<file path="src/rtl/io_responder_pkg.sv">
// Shared op encoding and command-word field positions for the IO command responder.
// Register 15 is the read-only window onto the accepted-command counter.
package io_responder_pkg;

    typedef enum logic [2:0] {
        OP_NOP   = 3'd0,
        OP_WRITE = 3'd1,
        OP_READ  = 3'd2,
        OP_SWAP  = 3'd3,
        OP_COUNT = 3'd4,
        OP_RSV5  = 3'd5,
        OP_RSV6  = 3'd6,
        OP_RSV7  = 3'd7
    } op_e;

    localparam int OP_LSB    = 24;
    localparam int OP_MSB    = 26;
    localparam int ADDR_LSB  = 16;
    localparam int ADDR_MSB  = 19;
    localparam int WDATA_LSB = 0;
    localparam int CNT_W     = 16;

    localparam logic [3:0] RO_REG = 4'd15;

endpackage

</file>
<file path="src/rtl/io_response_queue.sv">
// Synchronous response FIFO: push/pop at the clock edge, head entry read straight from storage flops
// so it appears one cycle after push; no full bypass, caller must not push while full.
module io_response_queue #(
    parameter int WIDTH = 37,
    parameter int DEPTH = 4
) (
    input  logic             clk,
    input  logic             sync_rst,
    input  logic             push,
    input  logic [WIDTH-1:0] push_data,
    input  logic             pop,
    output logic             valid,
    output logic             full,
    output logic [WIDTH-1:0] head_data
);

    localparam int AW = $clog2(DEPTH);
    localparam int CW = AW + 1;

    logic [WIDTH-1:0] mem [DEPTH];
    logic [AW-1:0]    head;
    logic [AW-1:0]    tail;
    logic [CW-1:0]    count;

    assign valid     = (count != '0);
    assign full      = (count == CW'(DEPTH));
    assign head_data = mem[head];

    // Pointers wrap naturally because DEPTH is a power of two.
    always_ff @(posedge clk) begin
        if (sync_rst) begin
            head  <= '0;
            tail  <= '0;
            count <= '0;
        end else begin
            if (push)
                tail <= tail + AW'(1);
            if (pop)
                head <= head + AW'(1);
            case ({push, pop})
                2'b10:   count <= count + CW'(1);
                2'b01:   count <= count - CW'(1);
                default: count <= count;
            endcase
        end
    end

    always_ff @(posedge clk) begin
        if (push)
            mem[tail] <= push_data;
    end

endmodule

</file>
<file path="src/rtl/io_command_responder.sv">
// Decodes controller commands against a 16-entry register file and queues responses (latency 1).
// Commands are refused while the response queue is full; responses hold until IOResponseREQ.
module io_command_responder #(
    parameter int PORTBYTEWIDTH = 4,
    parameter int DATABITWIDTH  = 16,
    parameter int QUEUEDEPTH    = 4
) (
    input  logic                       clk,
    input  logic                       sync_rst,
    input  logic                       clk_en,
    input  logic                       IOCommandEn,
    input  logic                       IOResponseRequested,
    input  logic [3:0]                 IODestRegOut,
    input  logic [PORTBYTEWIDTH*8-1:0] IODataOut,
    input  logic                       IOResponseREQ,
    output logic                       IOACK,
    output logic                       IOCommandResponse,
    output logic                       IORegResponseFlag,
    output logic                       IOMemResponseFlag,
    output logic [3:0]                 IODestRegIn,
    output logic [PORTBYTEWIDTH*8-1:0] IODataIn
);
    import io_responder_pkg::*;

    localparam int PW = PORTBYTEWIDTH * 8;
    localparam int QW = 1 + 4 + PW;

    logic [DATABITWIDTH-1:0] regs [16];
    logic [CNT_W-1:0]        cmd_cnt;
    logic [CNT_W-1:0]        cnt_next;

    op_e                     op;
    logic [3:0]              addr;
    logic [DATABITWIDTH-1:0] wdata;
    logic                    unused_cmd;

    logic                    accept;
    logic                    push;
    logic                    pop;
    logic                    need_rsp;
    logic                    reg_wr;
    logic [PW-1:0]           rd_val;
    logic [PW-1:0]           rsp_data;

    logic                    q_valid;
    logic                    q_full;
    logic [QW-1:0]           q_head;
    logic                    show;

    assign op         = op_e'(IODataOut[OP_MSB:OP_LSB]);
    assign addr       = IODataOut[ADDR_MSB:ADDR_LSB];
    assign wdata      = IODataOut[WDATA_LSB +: DATABITWIDTH];
    assign unused_cmd = ^IODataOut;

    assign IOCommandResponse = clk_en && !sync_rst && !q_full;
    assign accept            = IOCommandEn && IOCommandResponse;
    assign pop               = q_valid && IOResponseREQ && clk_en && !sync_rst;
    assign cnt_next          = cmd_cnt + CNT_W'(1);

    // Counter reads report the value including the command being accepted.
    always_comb begin
        rd_val   = '0;
        rsp_data = '0;
        need_rsp = IOResponseRequested;
        reg_wr   = 1'b0;
        if (addr == RO_REG)
            rd_val[CNT_W-1:0] = cnt_next;
        else
            rd_val[DATABITWIDTH-1:0] = regs[addr];
        case (op)
            OP_WRITE: reg_wr = (addr != RO_REG);
            OP_READ: begin
                rsp_data = rd_val;
                need_rsp = 1'b1;
            end
            OP_SWAP: begin
                rsp_data = rd_val;
                need_rsp = 1'b1;
                reg_wr   = (addr != RO_REG);
            end
            OP_COUNT: begin
                rsp_data[CNT_W-1:0] = cnt_next;
                need_rsp = 1'b1;
            end
            default: ;
        endcase
    end

    assign push = accept && need_rsp;

    always_ff @(posedge clk) begin
        if (sync_rst) begin
            for (int i = 0; i < 16; i++)
                regs[i] <= '0;
            cmd_cnt <= '0;
        end else if (accept) begin
            cmd_cnt <= cnt_next;
            if (reg_wr)
                regs[addr] <= wdata;
        end
    end

    io_response_queue #(
        .WIDTH (QW),
        .DEPTH (QUEUEDEPTH)
    ) u_queue (
        .clk       (clk),
        .sync_rst  (sync_rst),
        .push      (push),
        .push_data ({IOResponseRequested, IODestRegOut, rsp_data}),
        .pop       (pop),
        .valid     (q_valid),
        .full      (q_full),
        .head_data (q_head)
    );

    assign show              = q_valid && !sync_rst;
    assign IORegResponseFlag = show && q_head[QW-1];
    assign IOMemResponseFlag = show && !q_head[QW-1];
    assign IODestRegIn       = show ? q_head[QW-2 -: 4] : 4'd0;
    assign IODataIn          = show ? q_head[PW-1:0] : '0;
    assign IOACK             = accept || (q_valid && clk_en && !sync_rst);

endmodule

</file>
<file path="config.mk">
export PLATFORM = sky130hd
export DESIGN_NAME = io_command_responder
export DESIGN_NICKNAME = d
export VERILOG_FILES = /design/src/rtl/io_responder_pkg.sv /design/src/rtl/io_response_queue.sv /design/src/rtl/io_command_responder.sv
export SDC_FILE = /design/constraint.sdc
export NUM_CORES = 1
export LEC_CHECK = 0
export ABC_AREA = 0
export CAP_MARGIN = 20
export CORE_UTILIZATION = 53
export CTS_CLUSTER_SIZE = 14
export DETAILED_ROUTE_END_ITERATION = 16
export DONT_BUFFER_PORTS = 1
export MAX_ROUTING_LAYER = met4
export PLACE_DENSITY_LB_ADDON = 0.1
export SLEW_MARGIN = 20
export SYNTH_ARGS = -nofsm -noshare
export SYNTH_HDL_FRONTEND = slang
export SYNTH_HIERARCHICAL = 1
export SYNTH_SLANG_ARGS = --single-unit
</file>
<file path="constraint.sdc">
create_clock -name clk -period 4.6 [get_ports clk]
set_clock_uncertainty 0.05 [all_clocks]
set_input_delay 0.92 -clock clk [delete_from_list [all_inputs] [get_ports clk]]
set_output_delay 0.92 -clock clk [all_outputs]
set_load 0.02 [all_outputs]
</file>
==> impl_metrics.env <==
export IMPL_setup_violations_final=0
export IMPL_min_period_ps=3367
export IMPL_cts_repair_resized=0
export IMPL_clockBufferDepth=3
export IMPL_syn_avg_cell_area_sq_um=15.63
export IMPL_synth_compound_area_share=0.02761
export IMPL_dieArea_sq_mm=0.03590
export IMPL_die_w_um=189.5
export IMPL_p_clk_frac=0.437
export IMPL_synth_top_family_by_area="simple AND/OR/NAND/NOR gates"
export IMPL_fillers=2660
export IMPL_report_final_hold_viol_count=0
export IMPL_yosys_warnings=6
export IMPL_vias=9688
export IMPL_clock_sinks=417
export IMPL_p_total_uw=8262
export IMPL_p_sw_uw=1673
export IMPL_cp_start_kind="register"
export IMPL_gr_total_overflow=0
export IMPL_synth_async_reset_ratio=0
export IMPL_die_h_um=189.5
export IMPL_drv_cap=0
export IMPL_core_area_sq_mm=0.03454
export IMPL_regToRegSetupSlack_ps=1510
export IMPL_initial_core_util=0.5392
export IMPL_rsz0062_at_grt="no"
export IMPL_cts_tree="built"
export IMPL_cts_htree_levels=2
export IMPL_final_period_utilization=0.7319
export IMPL_num_antenna_cells=0
export IMPL_synth_fa_ha_area_frac=0.005105
export IMPL_ir_worst_vdd_mv=0.3298
export IMPL_synthCells=1192
export IMPL_synth_simple_gate_area_frac=0.1437
export IMPL_hold_class="input pin to register"
export IMPL_drt_iter0_markers=665
export IMPL_worstMarginPinSlew_ps=961.1
export IMPL_fin_nets=1293
export IMPL_clk_latency_ps=570
export IMPL_hold_buffers=0
export IMPL_cts_root_buf="clkbuf_16"
export IMPL_drt_total_wl_um=39130
export IMPL_syn_area_sq_mm=0.01863
export IMPL_num_rows=68
export IMPL_reg2reg_to="regs[3][0]"
export IMPL_grt_usage=0.2314
export IMPL_grt_max_degree=93
export IMPL_p_seq_frac=0.521
export IMPL_synthDistinctLibCells=60
export IMPL_antenna_found_initial=0
export IMPL_drive_gt1_frac=0.1594
export IMPL_post_synth_xor_area_fraction=0.01505
export IMPL_cts_setup_buffers=0
export IMPL_ys_flop_type="edfxtp_1"
export IMPL_drt_vias_per_instance=5.584
export IMPL_max_slew_margin=0.3593
export IMPL_rr_worst_depth=7
export IMPL_cp_arrival_ps=2400
export IMPL_power_density_mw_per_mm2=399.4
export IMPL_crit_fanout=16
export IMPL_cts_buffers=45
export IMPL_grt_pass1_vias=9764
export IMPL_whs_path_depth=1
export IMPL_synth_edf_count=392
export IMPL_synth_mux_area_frac=0.1231
export IMPL_io_pins=82
export IMPL_drv_slew=0
export IMPL_timing_hold_ws_ps=398.8
export IMPL_grt_pass1_wl_um=59090
export IMPL_dr_pass1_iters=5
export IMPL_drc=0
export IMPL_ys_ff_latch=417
export IMPL_crit_type="register to primary output"
export IMPL_clk_pin_slew_ps=50
export IMPL_antenna_left=0
export IMPL_numPortBuffers=0
export IMPL_post_drt_wl_per_cell_um=22.55
export IMPL_max_freq_mhz=297.0
export IMPL_min_from="sync_rst"
export IMPL_crit_required_ps=3630
export IMPL_leakage_uw=0.007149
export IMPL_gp_congestion=0.8561
export IMPL_status="completed"
export IMPL_tns_ps=0
export IMPL_p_comb_frac=0.041
export IMPL_r2r_start="u_queue/count[0]"
export IMPL_cp_end_kind="primary output"
export IMPL_yosysSeqAreaShare=0.6589
export IMPL_internal_power_uw=6588
export IMPL_area_growth_pct=11.07
export IMPL_hpwl_um=24060
export IMPL_switching_share=0.2026
synth_stat cells, drive strengths merged, types with 6 or more instances:
cell type    n  area, sq um
a21oi       14        70.07
nor2        47        221.5
o221ai      14        122.6
clkbuf      47        185.2
edfxtp     392        11770
o22a         6        52.55
dfxtp       25        500.5
mux2         9        101.4
a22oi        6        45.04
ha           6        75.07
inv         12        45.04
mux2i       43        430.4
xor2        19        166.4
buf         33        261.5
o21ai       18        90.09
or2         17        106.4
nand3       19        95.09
and2       282         1764
mux4        77         1760
nor2b        9        56.30
xnor2       13        113.9
nand2       22        82.58
nor3        12        92.59
power groups by stage:
stage	registers (uW)	clock network (uW)	logic, uW
6_report	4310	3610	342
5_1_grt	4320	3810	367
4_1_cts	4310	3670	343
3_5_place_dp	4390	0	342
3_3_place_gp	4380	0	339
2_1_floorplan	4370	0	300
per-stage QoR:
| stage | utilization | setup slack, ps | instances | area (sq um) |
|---|---|---|---|---|
| global route | 0.5989 | 1075 | 1735 | 20690 |
| global placement | 0.5557 | 1181 | 1652 | 19190 |
| detailed placement | 0.5557 | 1118 | 1652 | 19190 |
| CTS | 0.5989 | 1149 | 1735 | 20690 |
| finish | 0.5989 | 1233 | 1735 | 20690 |
| floorplan | - | 1398 | 1259 | 18880 |
layer usage:
layer	wire, um	global-route usage
met5	0	-
met3	2573	0.05171
met4	967	0.07785
met2	19120	0.3698
met1	16470	0.2930
critical path, cell delays in order, from the launching register on:
cell,delay [ps]
dfxtp_2,680
buf_4,350
mux4_1,600
and2_1,220
layout make-up:
| class | count | area [sq um] | area share |
|---|---|---|---|
| Timing Repair Buffer | 18 | 185.2 | 0.008951 |
| Clock buffer | 62 | 1282 | 0.06199 |
| Tap cell | 455 | 569.3 | 0.02752 |
| Inverter | 12 | 45.04 | 0.002177 |
| Multi-Input combinational cell | 750 | 6121 | 0.2959 |
| Clock inverter | 21 | 210.2 | 0.01016 |
| Sequential cell | 417 | 12270 | 0.5933 |
sequential cells by signal (all words and copies together), names as in the netlist, named ones only:
signal / flops
u_queue/mem: 148
u_queue/head: 2
u_queue/tail: 2
cmd_cnt: 16
regs: 244
u_queue/count: 3
cells in the final DEF, fill, tap and decap left out, types with 6 or more instances in the layout:
cell / count
and2_1: 278
mux2i_1: 43
clkbuf_16: 47
or2_2: 17
o21ai_0: 16
inv_1: 12
mux4_2: 70
a22oi_1: 6
nor2b_1: 8
xnor2_1: 13
nand3_1: 19
edfxtp_1: 392
mux2_2: 9
o221ai_1: 14
conb_1: 68
a21oi_1: 14
dfxtp_1: 23
nand2_1: 22
nor2_4: 6
nor3_1: 8
o22a_1: 6
buf_4: 14
ha_1: 6
clkbuf_1: 10
xor2_1: 19
clkinv_1: 7
mux4_1: 7
nor2_1: 41
clkinv_2: 6
worst max path at each step:
stage / end / depth (start not counted)
floorplan: u_queue/mem[0][0] / 4
global placement: u_queue/mem[3][17] / 7
detailed placement: u_queue/mem[3][17] / 7
CTS: IODataIn[5] / 3
global route: IODataIn[5] / 3
finish: IODataIn[5] / 3
cell families (layout without fill, tap and decap cells):
group / Yosys count / in the layout
AO/OA/AOI/OAI: 76 / 76
XOR/XNOR: 32 / 32
adder cells (fa/ha/maj): 7 / 7
buffers and inverters: 92 / 113
flip-flops: 417 / 417
multiplexers: 129 / 129
other: 1 / 68
AND/OR/NAND/NOR: 438 / 438
Power figures use the tool's default switching activity.
